===== src/rtl/pkt_h.sv =====
// Header record shared by the header-info extraction path and the serializer.
package pkt_h;

  typedef struct packed {
    logic        valid;
    logic [47:0] sMAC;
    logic [47:0] dMAC;
    logic [31:0] sIP;
    logic [31:0] dIP;
    logic [15:0] sPort;
    logic [15:0] dPort;
    logic [31:0] seqNum;
    logic [31:0] size;
  } pkHeadInfo;

endpackage


===== src/rtl/pkt_hdr_serializer.sv =====
// Serializes one pkHeadInfo record into a fixed-length valid/ready/last beat stream.
// Optional trailing XOR checksum beat when PKT_HDR_SER_CKSUM_EN is defined.
module pkt_hdr_serializer
  import pkt_h::*;
#(
  parameter int DATA_W = 32,
  parameter int CNT_W  = 16
) (
  input  logic              clk,
  input  logic              rst,
  input  pkHeadInfo         in_hdr,
  input  logic              in_valid,
  output logic              in_ready,
  output logic [DATA_W-1:0] out_data,
  output logic              out_valid,
  input  logic              out_ready,
  output logic              out_last,
  output logic              busy,
  output logic [CNT_W-1:0]  sent_cnt,
  output logic [CNT_W-1:0]  drop_cnt
);

  localparam int NUM_BEATS = 256 / DATA_W;
  localparam int BI_W      = $clog2(NUM_BEATS);
`ifdef PKT_HDR_SER_CKSUM_EN
  localparam int LAST_IDX  = NUM_BEATS;
`else
  localparam int LAST_IDX  = NUM_BEATS - 1;
`endif
  localparam int IDX_W     = $clog2(LAST_IDX + 1);
  localparam logic [IDX_W-1:0] IDX_LAST = IDX_W'(LAST_IDX);

  typedef enum logic {
    IDLE = 1'b0,
    SEND = 1'b1
  } state_t;

  state_t             state_q, state_d;
  logic [255:0]       payload_q, payload_d;
  logic [IDX_W-1:0]   idx_q, idx_d;
  logic [CNT_W-1:0]   sent_cnt_q, sent_cnt_d;
  logic [CNT_W-1:0]   drop_cnt_q, drop_cnt_d;

  logic [255:0]       hdr_payload;
  logic [DATA_W-1:0]  beat_arr [NUM_BEATS];
  logic [DATA_W-1:0]  data_beat;
  logic [DATA_W-1:0]  cur_beat;
  logic               is_last;
  logic               accept;
  logic               latch_new;

  // The valid bit is a control flag, not part of the transmitted payload.
  assign hdr_payload = {in_hdr.sMAC, in_hdr.dMAC, in_hdr.sIP, in_hdr.dIP,
                        in_hdr.sPort, in_hdr.dPort, in_hdr.seqNum, in_hdr.size};

  for (genvar gi = 0; gi < NUM_BEATS; gi++) begin : g_beat
    assign beat_arr[gi] = payload_q[255 - gi*DATA_W -: DATA_W];
  end

  assign data_beat = beat_arr[idx_q[BI_W-1:0]];

`ifdef PKT_HDR_SER_CKSUM_EN
  logic [DATA_W-1:0] acc_q, acc_d;
  assign cur_beat = (idx_q == IDX_LAST) ? acc_q : data_beat;
`else
  assign cur_beat = data_beat;
`endif

  assign is_last   = (state_q == SEND) && (idx_q == IDX_LAST);
  assign in_ready  = (state_q == IDLE) || (is_last && out_ready);
  assign accept    = in_valid && in_ready;
  assign latch_new = accept && in_hdr.valid;

  assign out_valid = (state_q == SEND);
  assign out_last  = is_last;
  assign busy      = (state_q == SEND);
  assign out_data  = (state_q == SEND) ? cur_beat : '0;
  assign sent_cnt  = sent_cnt_q;
  assign drop_cnt  = drop_cnt_q;

  always_comb begin
    state_d    = state_q;
    payload_d  = payload_q;
    idx_d      = idx_q;
    sent_cnt_d = sent_cnt_q;
    drop_cnt_d = drop_cnt_q;
`ifdef PKT_HDR_SER_CKSUM_EN
    acc_d      = acc_q;
`endif

    if (accept && !in_hdr.valid) begin
      drop_cnt_d = drop_cnt_q + CNT_W'(1);
    end

    case (state_q)
      IDLE: begin
        if (latch_new) begin
          state_d   = SEND;
          payload_d = hdr_payload;
          idx_d     = '0;
`ifdef PKT_HDR_SER_CKSUM_EN
          acc_d     = '0;
`endif
        end
      end
      SEND: begin
        if (out_ready) begin
          if (!is_last) begin
            idx_d = idx_q + IDX_W'(1);
`ifdef PKT_HDR_SER_CKSUM_EN
            // Only data beats reach here, so the checksum is complete by the last beat.
            acc_d = acc_q ^ data_beat;
`endif
          end else begin
            sent_cnt_d = sent_cnt_q + CNT_W'(1);
            if (latch_new) begin
              payload_d = hdr_payload;
              idx_d     = '0;
`ifdef PKT_HDR_SER_CKSUM_EN
              acc_d     = '0;
`endif
            end else begin
              state_d = IDLE;
            end
          end
        end
      end
      default: state_d = IDLE;
    endcase
  end

  always_ff @(posedge clk) begin
    if (rst) begin
      state_q    <= IDLE;
      payload_q  <= '0;
      idx_q      <= '0;
      sent_cnt_q <= '0;
      drop_cnt_q <= '0;
`ifdef PKT_HDR_SER_CKSUM_EN
      acc_q      <= '0;
`endif
    end else begin
      state_q    <= state_d;
      payload_q  <= payload_d;
      idx_q      <= idx_d;
      sent_cnt_q <= sent_cnt_d;
      drop_cnt_q <= drop_cnt_d;
`ifdef PKT_HDR_SER_CKSUM_EN
      acc_q      <= acc_d;
`endif
    end
  end

endmodule


===== config.mk =====
export PLATFORM = sky130hd
export DESIGN_NAME = pkt_hdr_serializer
export DESIGN_NICKNAME = d
export VERILOG_FILES = /design/src/rtl/pkt_h.sv /design/src/rtl/pkt_hdr_serializer.sv
export SDC_FILE = /design/constraint.sdc
export NUM_CORES = 1
export LEC_CHECK = 0
export CAP_MARGIN = 15
export CORE_ASPECT_RATIO = 1.1
export CORE_UTILIZATION = 53
export DETAILED_ROUTE_END_ITERATION = 6
export PLACE_DENSITY = 0.86
export SLEW_MARGIN = 20
export SYNTH_ARGS = -nofsm -noshare
export SYNTH_HDL_FRONTEND = slang
export SYNTH_SLANG_ARGS = --single-unit
export TNS_END_PERCENT = 10

===== constraint.sdc =====
create_clock -name clk -period 3.36 [get_ports clk]
set_clock_uncertainty 0.15 [all_clocks]
set_input_delay 0.672 -clock clk [delete_from_list [all_inputs] [get_ports clk]]
set_output_delay 0.672 -clock clk [all_outputs]
set_load 0.02 [all_outputs]

==> results of run 1 <==
[layout by cell type, fill, tap and decap left out, types with 2 or more instances in the layout]
cell type          n
a21oi_1          266
and2_1             2
and3_1             4
and4_1             4
buf_12            14
buf_4             12
bufinv_16          4
clkbuf_1           3
clkbuf_16         29
clkbuf_8           3
clkdlybuf4s50_1  299
clkinv_2           6
clkinvlp_4         2
dfxtp_1          289
dfxtp_4            2
diode_2            6
dlygate4sd2_1     28
ha_1               4
inv_1              3
inv_6              2
mux2_2             2
mux2i_1           35
mux4_2            64
nand2_1          521
nand3_1            9
nand4_1            8
nand4b_1           2
nor2_1            25
nor2b_1           33
nor3_1             7
nor4_1             5
o21ai_0            7
or3_1              4
or3b_2             2
xnor2_1           11
xor2_1             9
[layer usage]
metal	global-route usage, %	wire [um]	up-vias
met5	0	0	-
met4	22.45	2794	0
met3	5.490	2905	134
met2	58.15	20240	511
met1	36.18	13930	5413
li1	-	-	5429
[power by group through the flow]
stage	registers [mW]	logic, mW	clock network (mW)
4_1_cts	3.71	0.912	3.34
6_report	3.71	0.913	3.33
3_5_place_dp	3.78	0.895	0
2_1_floorplan	3.74	0.448	0
5_1_grt	3.72	0.986	3.51
3_3_place_gp	3.78	0.880	0
[logic make-up (layout without fill, tap and decap cells)]
kind of cell / after synthesis / in the layout / synth area share [%]
other cells: 0 / 6 / 0
mux: 101 / 101 / 14.56
simple gates: 635 / 635 / 21.04
fa+ha+maj: 4 / 4 / 0.4016
flops: 292 / 292 / 46.91
compound gates: 278 / 278 / 11.40
buf+inv: 119 / 410 / 4.287
xor+xnor: 20 / 20 / 1.406
[worst paths after layout]
kind | startpoint | endpoint | slack, ns | cells after the start
max | idx_q[0] | out_data[28] | 0.07 | 6
min | beat_arr[87] | beat_arr[87] | 0.30 | 2
max reg2reg | idx_q[0] | beat_arr[152] | 0.65 | 9
min reg2reg | beat_arr[87] | beat_arr[87] | 0.30 | 2
[flip-flops by register name, indices dropped and copies added, names as in the netlist]
| register | count |
|---|---|
| sent_cnt | 16 |
| beat_arr | 256 |
| busy | 1 |
| idx_q | 3 |
| drop_cnt | 16 |
[area by class of cell]
| type | count | area, sq um | area share, % |
|---|---|---|---|
| diodes | 6 | 15.01 | 0.08835 |
| clock buffers | 35 | 778.2 | 4.580 |
| clock inverters | 15 | 188.9 | 1.112 |
| inverters | 4 | 15.01 | 0.08835 |
| multi-input cells | 1038 | 6100 | 35.89 |
| flip-flops and latches | 292 | 5854 | 34.45 |
| well taps | 300 | 375.4 | 2.209 |
| repair buffers | 356 | 3667 | 21.58 |
[timing repair]
action | in CTS | in global routing
setup buffers | 6 | 0
resized for setup | 28 | 0
setup endpoints to repair | 33 | 0
[critical path, stage by stage (launching register included)]
cell and delay, ns:
dfxtp_4 0.45, buf_4 0.15, buf_12 0.16, mux4_2 0.59
mux2i_1 0.19, nor2b_1 0.07, dlygate4sd2_1 0.32
==> impl_metrics.tcl, run 1 <==
set metrics [dict create \
    outcome "complete, no violations" \
    core_region_area_sq_mm 0.02300 \
    cp-end-kind "output port" \
    globalplace.congestion 0.9014 \
    route.detailed.drc 0 \
    track_usage_pct 32.93 \
    postSynthRegisterBits 292 \
    fin_cells 2046 \
    combPwrFrac_pct 11.5 \
    htreeDepth 1 \
    hp-class "flop to flop" \
    finalSetupTns_ns 0 \
    p_sw_mw 1.892 \
    maxCapViolCount 0 \
    tightest_slew_ns 0.7675 \
    yosysWarnings 0 \
    max_slew_margin_pct 48.84 \
    yosysTopAreaCellShare_pct 46.91 \
    synth_common_cells "521 x nand2_1, 292 x dfxtp_1, 266 x a21oi_1, 64 x mux4_2, 61 x buf_2" \
    clockPowerShare_pct 41.9 \
    dp_cells 1983 \
    cts_hold_buf 0 \
    period_minus_slack_ns 3.293 \
    syn_avg_cell_area_sq_um 8.600 \
    numCtsBuffers 29 \
    synth_cell_types 41 \
    fill_cells 1725 \
    syn-cell-area_sq_mm 0.01246 \
    ir_drop_uv 419.0 \
    tritoncts "built" \
    async_flop_share_pct 0 \
    utilization_pct 73.87 \
    setup_viol 0 \
    setup_ws_ns 0.06697 \
    grt_pass1_wl_um 60910 \
    post-route-cell-area_sq_mm 0.01699 \
    crit_type "flop to output port" \
    first_iter_violations 871 \
    portBuffers 328 \
    vias 11487 \
    cp-start-kind "flop" \
    placed_area_sq_mm 0.01595 \
    cp.arrival_ns 2.47 \
    seq_area_frac_synth_pct 46.91 \
    pin_count 329 \
    die_h_um 162.8 \
    root_buffer "clkbuf_16" \
    synth.area.top_cells "dfxtp_1 47%, nand2_1 16%, mux4_2 12%" \
    pre_cts_slack_ns 0.3465 \
    cp_max_fo 14 \
    seqPwrFrac_pct 46.6 \
    switching_share_pct 23.80 \
    ant_nets 0 \
    cts_max_path_buffers 3 \
    synth_most_common_cell "nand2_1" \
    holdWs_ns 0.3021 \
    synthCells 1449 \
    leakagePower_nw 5.956 \
    drtPass1Iterations 7 \
    final_max_slew_viol_count 0 \
    final_nets 1986 \
    die-area_sq_mm 0.02413 \
    wl_per_cell_um 19.48 \
    p_int_mw 6.059 \
    power_mw 7.951 \
    clk_pin_slew_ns 0.06 \
    crit_required_ns 2.54 \
    grt_max_degree 120 \
    area.growth.synth_to_final_pct 36.37 \
    rows 58 \
    dieWidth_um 148.2 \
    grt_overflow 0 \
    grt_pass1_vias 11349 \
    yosysTopAreaCell "dfxtp_1" \
    fmax_mhz 303.7 \
    clock_sinks 292 \
    fin_crit_sh_pct 98.01 \
    rsz0062_at_grt "no" \
    hold_violations 0 \
    antenna_found_initial 7 \
    p_per_area_mw_per_mm2 467.9 \
    synthesis.nets 1714 \
    dominantRegCellSynth "dfxtp_1" \
    drive_above_1_share_pct 8.851 \
    initial_core_util_pct 54.17 \
    routed_via_density 5.614 \
    hpwl_um 28060 \
    wirelength_um 39860 \
    clock_latency_ns 0.54 \
    synth_enable_flop_cells 0 \
]
Note: power is estimated with default switching activity, not from simulation.
==> run 2, diff against run 1 <==
--- a/config.mk
+++ b/config.mk
@@ -6,10 +6,13 @@
 export NUM_CORES = 1
 export LEC_CHECK = 0
 export CAP_MARGIN = 15
+export CELL_PAD_IN_SITES_DETAIL_PLACEMENT = 0
+export CELL_PAD_IN_SITES_GLOBAL_PLACEMENT = 1
 export CORE_ASPECT_RATIO = 1.1
-export CORE_UTILIZATION = 53
+export CORE_MARGIN = 2
+export CORE_UTILIZATION = 39
 export DETAILED_ROUTE_END_ITERATION = 6
-export PLACE_DENSITY = 0.86
+export PLACE_DENSITY_LB_ADDON = 0.1
 export SLEW_MARGIN = 20
 export SYNTH_ARGS = -nofsm -noshare
 export SYNTH_HDL_FRONTEND = slang
==> run 2 against run 1 <==
Compared with the run above: cell count up 6.3%; first-iteration DRC count shrank 28%; wire length increased by 3.3%; design area rose by 1.3%; flip-flop and latch count unchanged; clock-buffer cell count increased by 5; sequential share of layout area fell by 0.44 points.
==> impl_metrics.tcl, run 2 (synthesized netlist as in run 1, its figures left out) <==
set metrics [dict create \
    crit_family "buffers and inverters" \
    setup_viol 0 \
    period_minus_slack_ns 3.200 \
    routed_via_density 5.072 \
    largest_reg_flops 256 \
    globalplace.congestion 0.8402 \
    hp-class "flop to flop" \
    pin_count 329 \
    initial_core_util_pct 39.69 \
    die_h_um 191.5 \
    fin_crit_sh_pct 95.24 \
    cts_max_path_buffers 3 \
    timing.rr.end "beat_arr[206]" \
    track_usage_pct 24.07 \
    critPathBufInv 2 \
    cp.arrival_ns 2.38 \
    reg2reg_from "idx_q[0]" \
    core_region_area_sq_mm 0.03140 \
    final_max_slew_viol_count 0 \
    cp-end-kind "output port" \
    crit_type "flop to output port" \
    r2r_slack_ns 0.79 \
    slowest_delay_ns 0.60 \
    tightest_slew_ns 0.6602 \
    cp_max_fo 17 \
    drive_above_1_share_pct 9.382 \
    grtUsageMet1_pct 26.13 \
    clk_pin_slew_ns 0.06 \
    cp_slowest_cell "clkdlybuf4s50_1" \
    vias 11027 \
    root_buffer "clkbuf_16" \
    wirelength_um 41180 \
    layout_common_cells "521 x nand2_1, 294 x clkdlybuf4s50_1, 289 x dfxtp_1" \
    grt_pass1_vias 10975 \
    ant_nets 0 \
    htreeDepth 1 \
    grt_overflow 0 \
    crit_required_ns 2.54 \
    worstRegToRegCells 9 \
    power_mw 8.105 \
    p_per_area_mw_per_mm2 470.8 \
    grt_max_degree 100 \
    fmax_mhz 312.5 \
    tritoncts "built" \
    outcome "complete, no violations" \
    numCtsBuffers 31 \
    busiest_layer "met2" \
    rows 68 \
    leakagePower_nw 6.123 \
    clock_sinks 292 \
    use_met2_pct 45.73 \
    maxCapViolCount 0 \
    area.growth.synth_to_final_pct 38.14 \
    dieWidth_um 174.4 \
    antenna_found_initial 9 \
    worstPathCellList "buf_12 -> ha_1 -> ha_2 -> and2_1 -> clkdlybuf4s50_1" \
    portBuffers 328 \
    finalSetupTns_ns 0 \
    cp-start-kind "flop" \
    cp.depth 5 \
    ir_drop_uv 301.5 \
    final_nets 1989 \
    clock_latency_ns 0.55 \
    use_met3_pct 5.231 \
    route.detailed.drc 0 \
    holdWs_ns 0.3029 \
    wl_per_cell_um 18.94 \
    first_iter_violations 623 \
    fin_cells 2174 \
    die-area_sq_mm 0.03340 \
    grt_pass1_wl_um 61620 \
    max_slew_margin_pct 55.99 \
    final_common_cell "nand2_1" \
    endpoint "out_last" \
    drtPass1Iterations 5 \
    hpwl_um 30240 \
    dp_cells 2108 \
    rsz0062_at_grt "no" \
    hold_violations 0 \
    crit_start "idx_q[0]" \
]
[run 2: changes by cell type in the layout (fill, tap and decap cells not counted), sizes merged, moves of 2 or more]
cell           change
inv                -3
dlygate4sd2        -3
clkinv             +7
buf                +2
dlymetal6s2s       +8
clkbuf             +5
clkdlybuf4s50      -5
[run 2: worst min-delay path by stage]
| stage | depth (start not counted) | startpoint | end | slack (ns) |
|---|---|---|---|---|
| final | 2 | beat_arr[135] | beat_arr[135] | 0.30 |
| after detailed placement | 2 | beat_arr[52] | beat_arr[52] | 0.29 |
| after CTS | 2 | beat_arr[52] | beat_arr[52] | 0.30 |
| after global placement | 2 | beat_arr[57] | beat_arr[57] | 0.29 |
| after floorplan | 2 | beat_arr[160] | beat_arr[160] | 0.28 |
| after global routing | 2 | beat_arr[52] | beat_arr[52] | 0.32 |
[run 2: cell type report]
cell class,instances,area (sq um)
repair buffers,357,3661
inverters,4,15.01
flip-flops and latches,292,5854
fillers,2957,14180
multi-input cells,1038,6102
clock buffers,40,879.6
well taps,420,525.5
diodes,6,15.01
clock inverters,17,162.7
[run 2: per-layer routing]
metal / part of all wire, % / vias up
met3: 6.5 / 71
met5: 0.068 / -
li1: - / 5436
met1: 37 / 5188
met4: 3.4 / 4
met2: 54 / 328
[run 2: timing repair]
item | CTS | global route
setup endpoints to repair | 34 | 8
resized for setup | 26 | 8
hold buffers | 0 | 0
setup buffers | 3 | 0
endpoints found under the hold margin | 0 | 0
[run 2: where the power goes]
group,switching [mW],leakage [nW],internal (mW)
Combinational,0.407,3.21,0.495
Clock,1.43,0.528,2.06
Sequential,0.0976,2.38,3.61
[run 2: metrics by stage]
step / util, % / area (sq um) / setup slack [ns]
after floorplan: - / 12460 / 0.9022
after global placement: 51.41 / 16140 / 0.4204
after detailed placement: 51.41 / 16140 / 0.3911
after CTS: 54.72 / 17180 / 0.001043
after global routing: 54.81 / 17210 / 0.05684
final: 54.83 / 17220 / 0.1599
[run 2: tightest hold or removal path, cell delays in order (launching register included)]
cell and delay (ns):
dfxtp_1 0.30, nand2_1 0.05, a21oi_1 0.05
==> run 3, diff against run 2 <==
--- a/config.mk
+++ b/config.mk
@@ -9,9 +9,10 @@
 export CELL_PAD_IN_SITES_DETAIL_PLACEMENT = 0
 export CELL_PAD_IN_SITES_GLOBAL_PLACEMENT = 1
 export CORE_ASPECT_RATIO = 1.1
-export CORE_MARGIN = 2
+export CORE_MARGIN = 3
 export CORE_UTILIZATION = 39
 export DETAILED_ROUTE_END_ITERATION = 6
+export GPL_ROUTABILITY_DRIVEN = 0
 export PLACE_DENSITY_LB_ADDON = 0.1
 export SLEW_MARGIN = 20
 export SYNTH_ARGS = -nofsm -noshare
==> run 3 against run 2 <==
Compared with the run above: clock-buffer cell count grew 3; hold slack worse by 0.0031 ns; power fell by 0.97%; cell count decreased by 0.32%.
==> impl_metrics.tcl, run 3 (synthesized netlist as in run 1, its figures left out) <==
set metrics [dict create \
    tritoncts "built" \
    die-area_sq_mm 0.03414 \
    antenna_found_initial 7 \
    drive_above_1_share_pct 9.112 \
    r2r_slack_ns 0.75 \
    grt_overflow 0 \
    htreeDepth 1 \
    p_per_area_mw_per_mm2 466.0 \
    max_slew_margin_pct 54.39 \
    ant_nets 0 \
    first_iter_violations 677 \
    grt_pass1_vias 10890 \
    route.detailed.drc 0 \
    track_usage_pct 22.33 \
    crit_type "flop to output port" \
    hold_start "beat_arr[49]" \
    p_int_mw 6.122 \
    dieWidth_um 176.4 \
    rsz0062_at_grt "no" \
    numCtsBuffers 31 \
    routed_via_density 5.024 \
    portBuffers 328 \
    grt_max_degree 101 \
    period_minus_slack_ns 3.204 \
    grt_pass1_wl_um 60510 \
    seqPwrFrac_pct 45.9 \
    pin_count 329 \
    hp-class "flop to flop" \
    root_buffer "clkbuf_16" \
    timing.rr.end "beat_arr[35]" \
    clockPowerShare_pct 42.6 \
    fin_crit_sh_pct 95.34 \
    wl_per_cell_um 18.19 \
    outcome "complete, no violations" \
    fmax_mhz 312.2 \
    cp.arrival_ns 2.38 \
    min_path_cells 2 \
    switching_share_pct 23.72 \
    final_nets 1988 \
    final_max_slew_viol_count 0 \
    die_h_um 193.5 \
    cts_hold_buf 0 \
    drtPass1Iterations 5 \
    vias 10886 \
    reg2reg_from "idx_q[0]" \
    initial_core_util_pct 39.59 \
    cp-start-kind "flop" \
    area.growth.synth_to_final_pct 38.21 \
    wirelength_um 39410 \
    cp-end-kind "output port" \
    finalSetupTns_ns 0 \
    hold_violations 0 \
    hpwl_um 28270 \
    cp_max_fo 17 \
    whs_endpoint "beat_arr[49]" \
    tightest_slew_ns 0.6841 \
    final_common_cell "nand2_1" \
    clock_latency_ns 0.56 \
    leakagePower_nw 6.060 \
    clock_sinks 292 \
    rows 68 \
    cts_max_path_buffers 3 \
    clk_pin_slew_ns 0.06 \
    setup_viol 0 \
    layout_common_cells "521 x nand2_1, 294 x clkdlybuf4s50_1, 289 x dfxtp_1" \
    worstRegToRegCells 9 \
    largest_reg_flops 256 \
    crit_required_ns 2.54 \
    ir_drop_uv 366.9 \
    maxCapViolCount 0 \
    combPwrFrac_pct 11.5 \
    fill_cells 2979 \
    utilization_pct 54.71 \
    core_region_area_sq_mm 0.03148 \
    p_sw_mw 1.904 \
]
run 3: cell count changes in the layout (fill, tap and decap cells not counted):
cell	before	now
buf_4	15	9
clkinv_2	13	8
dlygate4sd2_1	25	30
dlymetal6s2s_1	8	3
buf_12	13	17
diode_2	6	2
clkbuf_1	2	4
buf_16	0	1
bufinv_16	3	2
clkbuf_8	7	8
inv_6	0	1
run 3: cell type report:
| type | instances | area, sq um | area share (%) |
|---|---|---|---|
| well taps | 420 | 525.5 | 3.051 |
| clock inverters | 12 | 116.4 | 0.6756 |
| clock buffers | 43 | 900.9 | 5.230 |
| diodes | 2 | 5.005 | 0.02906 |
| flip-flops and latches | 292 | 5854 | 33.99 |
| multi-input cells | 1038 | 6102 | 35.43 |
| repair buffers | 356 | 3705 | 21.51 |
| inverters | 4 | 15.01 | 0.08717 |
run 3: worst max-delay path, stage by stage, from the launching register on:
cell	delay, ns
dfxtp_4	0.40
buf_12	0.20
mux4_2	0.58
mux2i_1	0.20
nor2b_1	0.10
dlygate4sd2_1	0.33
run 3: routing by layer:
| metal | track usage, % | vias up | wire length (um) | share of wire [%] |
|---|---|---|---|---|
| li1 | - | 5421 | - | - |
| met1 | 27.07 | 5102 | 15720 | 40 |
| met2 | 40.85 | 293 | 20400 | 52 |
| met3 | 4.162 | 58 | 2363 | 6.0 |
| met4 | 5.064 | 12 | 849 | 2.2 |
| met5 | 0 | - | 84 | 0.21 |
run 3: worst max path at each step:
stage               startpoint            to  slack (ns)
global route          idx_q[0]  out_data[18]        0.02
global placement     out_ready      in_ready        0.42
finish                idx_q[0]  out_data[18]        0.16
CTS                   idx_q[0]  out_data[24]       0.002
detailed placement   out_ready      in_ready        0.40
floorplan             idx_q[0]  out_data[14]        0.90
run 3: timing repair:
action	in CTS	in global routing
buffers inserted	1	0
endpoints found under the setup margin	29	3
pin swaps	0	0
resized for setup	32	3
run 3: power groups by stage:
| stage | clock [mW] | combinational, mW | sequential (mW) |
|---|---|---|---|
| floorplan | 0 | 0.448 | 3.74 |
| global placement | 0 | 0.934 | 3.76 |
| detailed placement | 0 | 0.939 | 3.76 |
| CTS | 3.50 | 0.939 | 3.69 |
| global route | 3.64 | 1.01 | 3.70 |
| finish | 3.42 | 0.925 | 3.68 |
run 3: stage by stage:
stage	hold WS [ns]	instance area, sq um	cells	total power, mW	worst slack [ns]
after floorplan	0.2831	12460	1449	4.185	0.9022
after global placement	0.2894	16210	2109	4.691	0.4230
final	0.2998	17220	2167	8.026	0.1565
after CTS	0.3024	17210	2165	8.125	0.001536
after global routing	0.3165	17220	2166	8.354	0.02093
after detailed placement	0.2936	16210	2109	4.700	0.4002
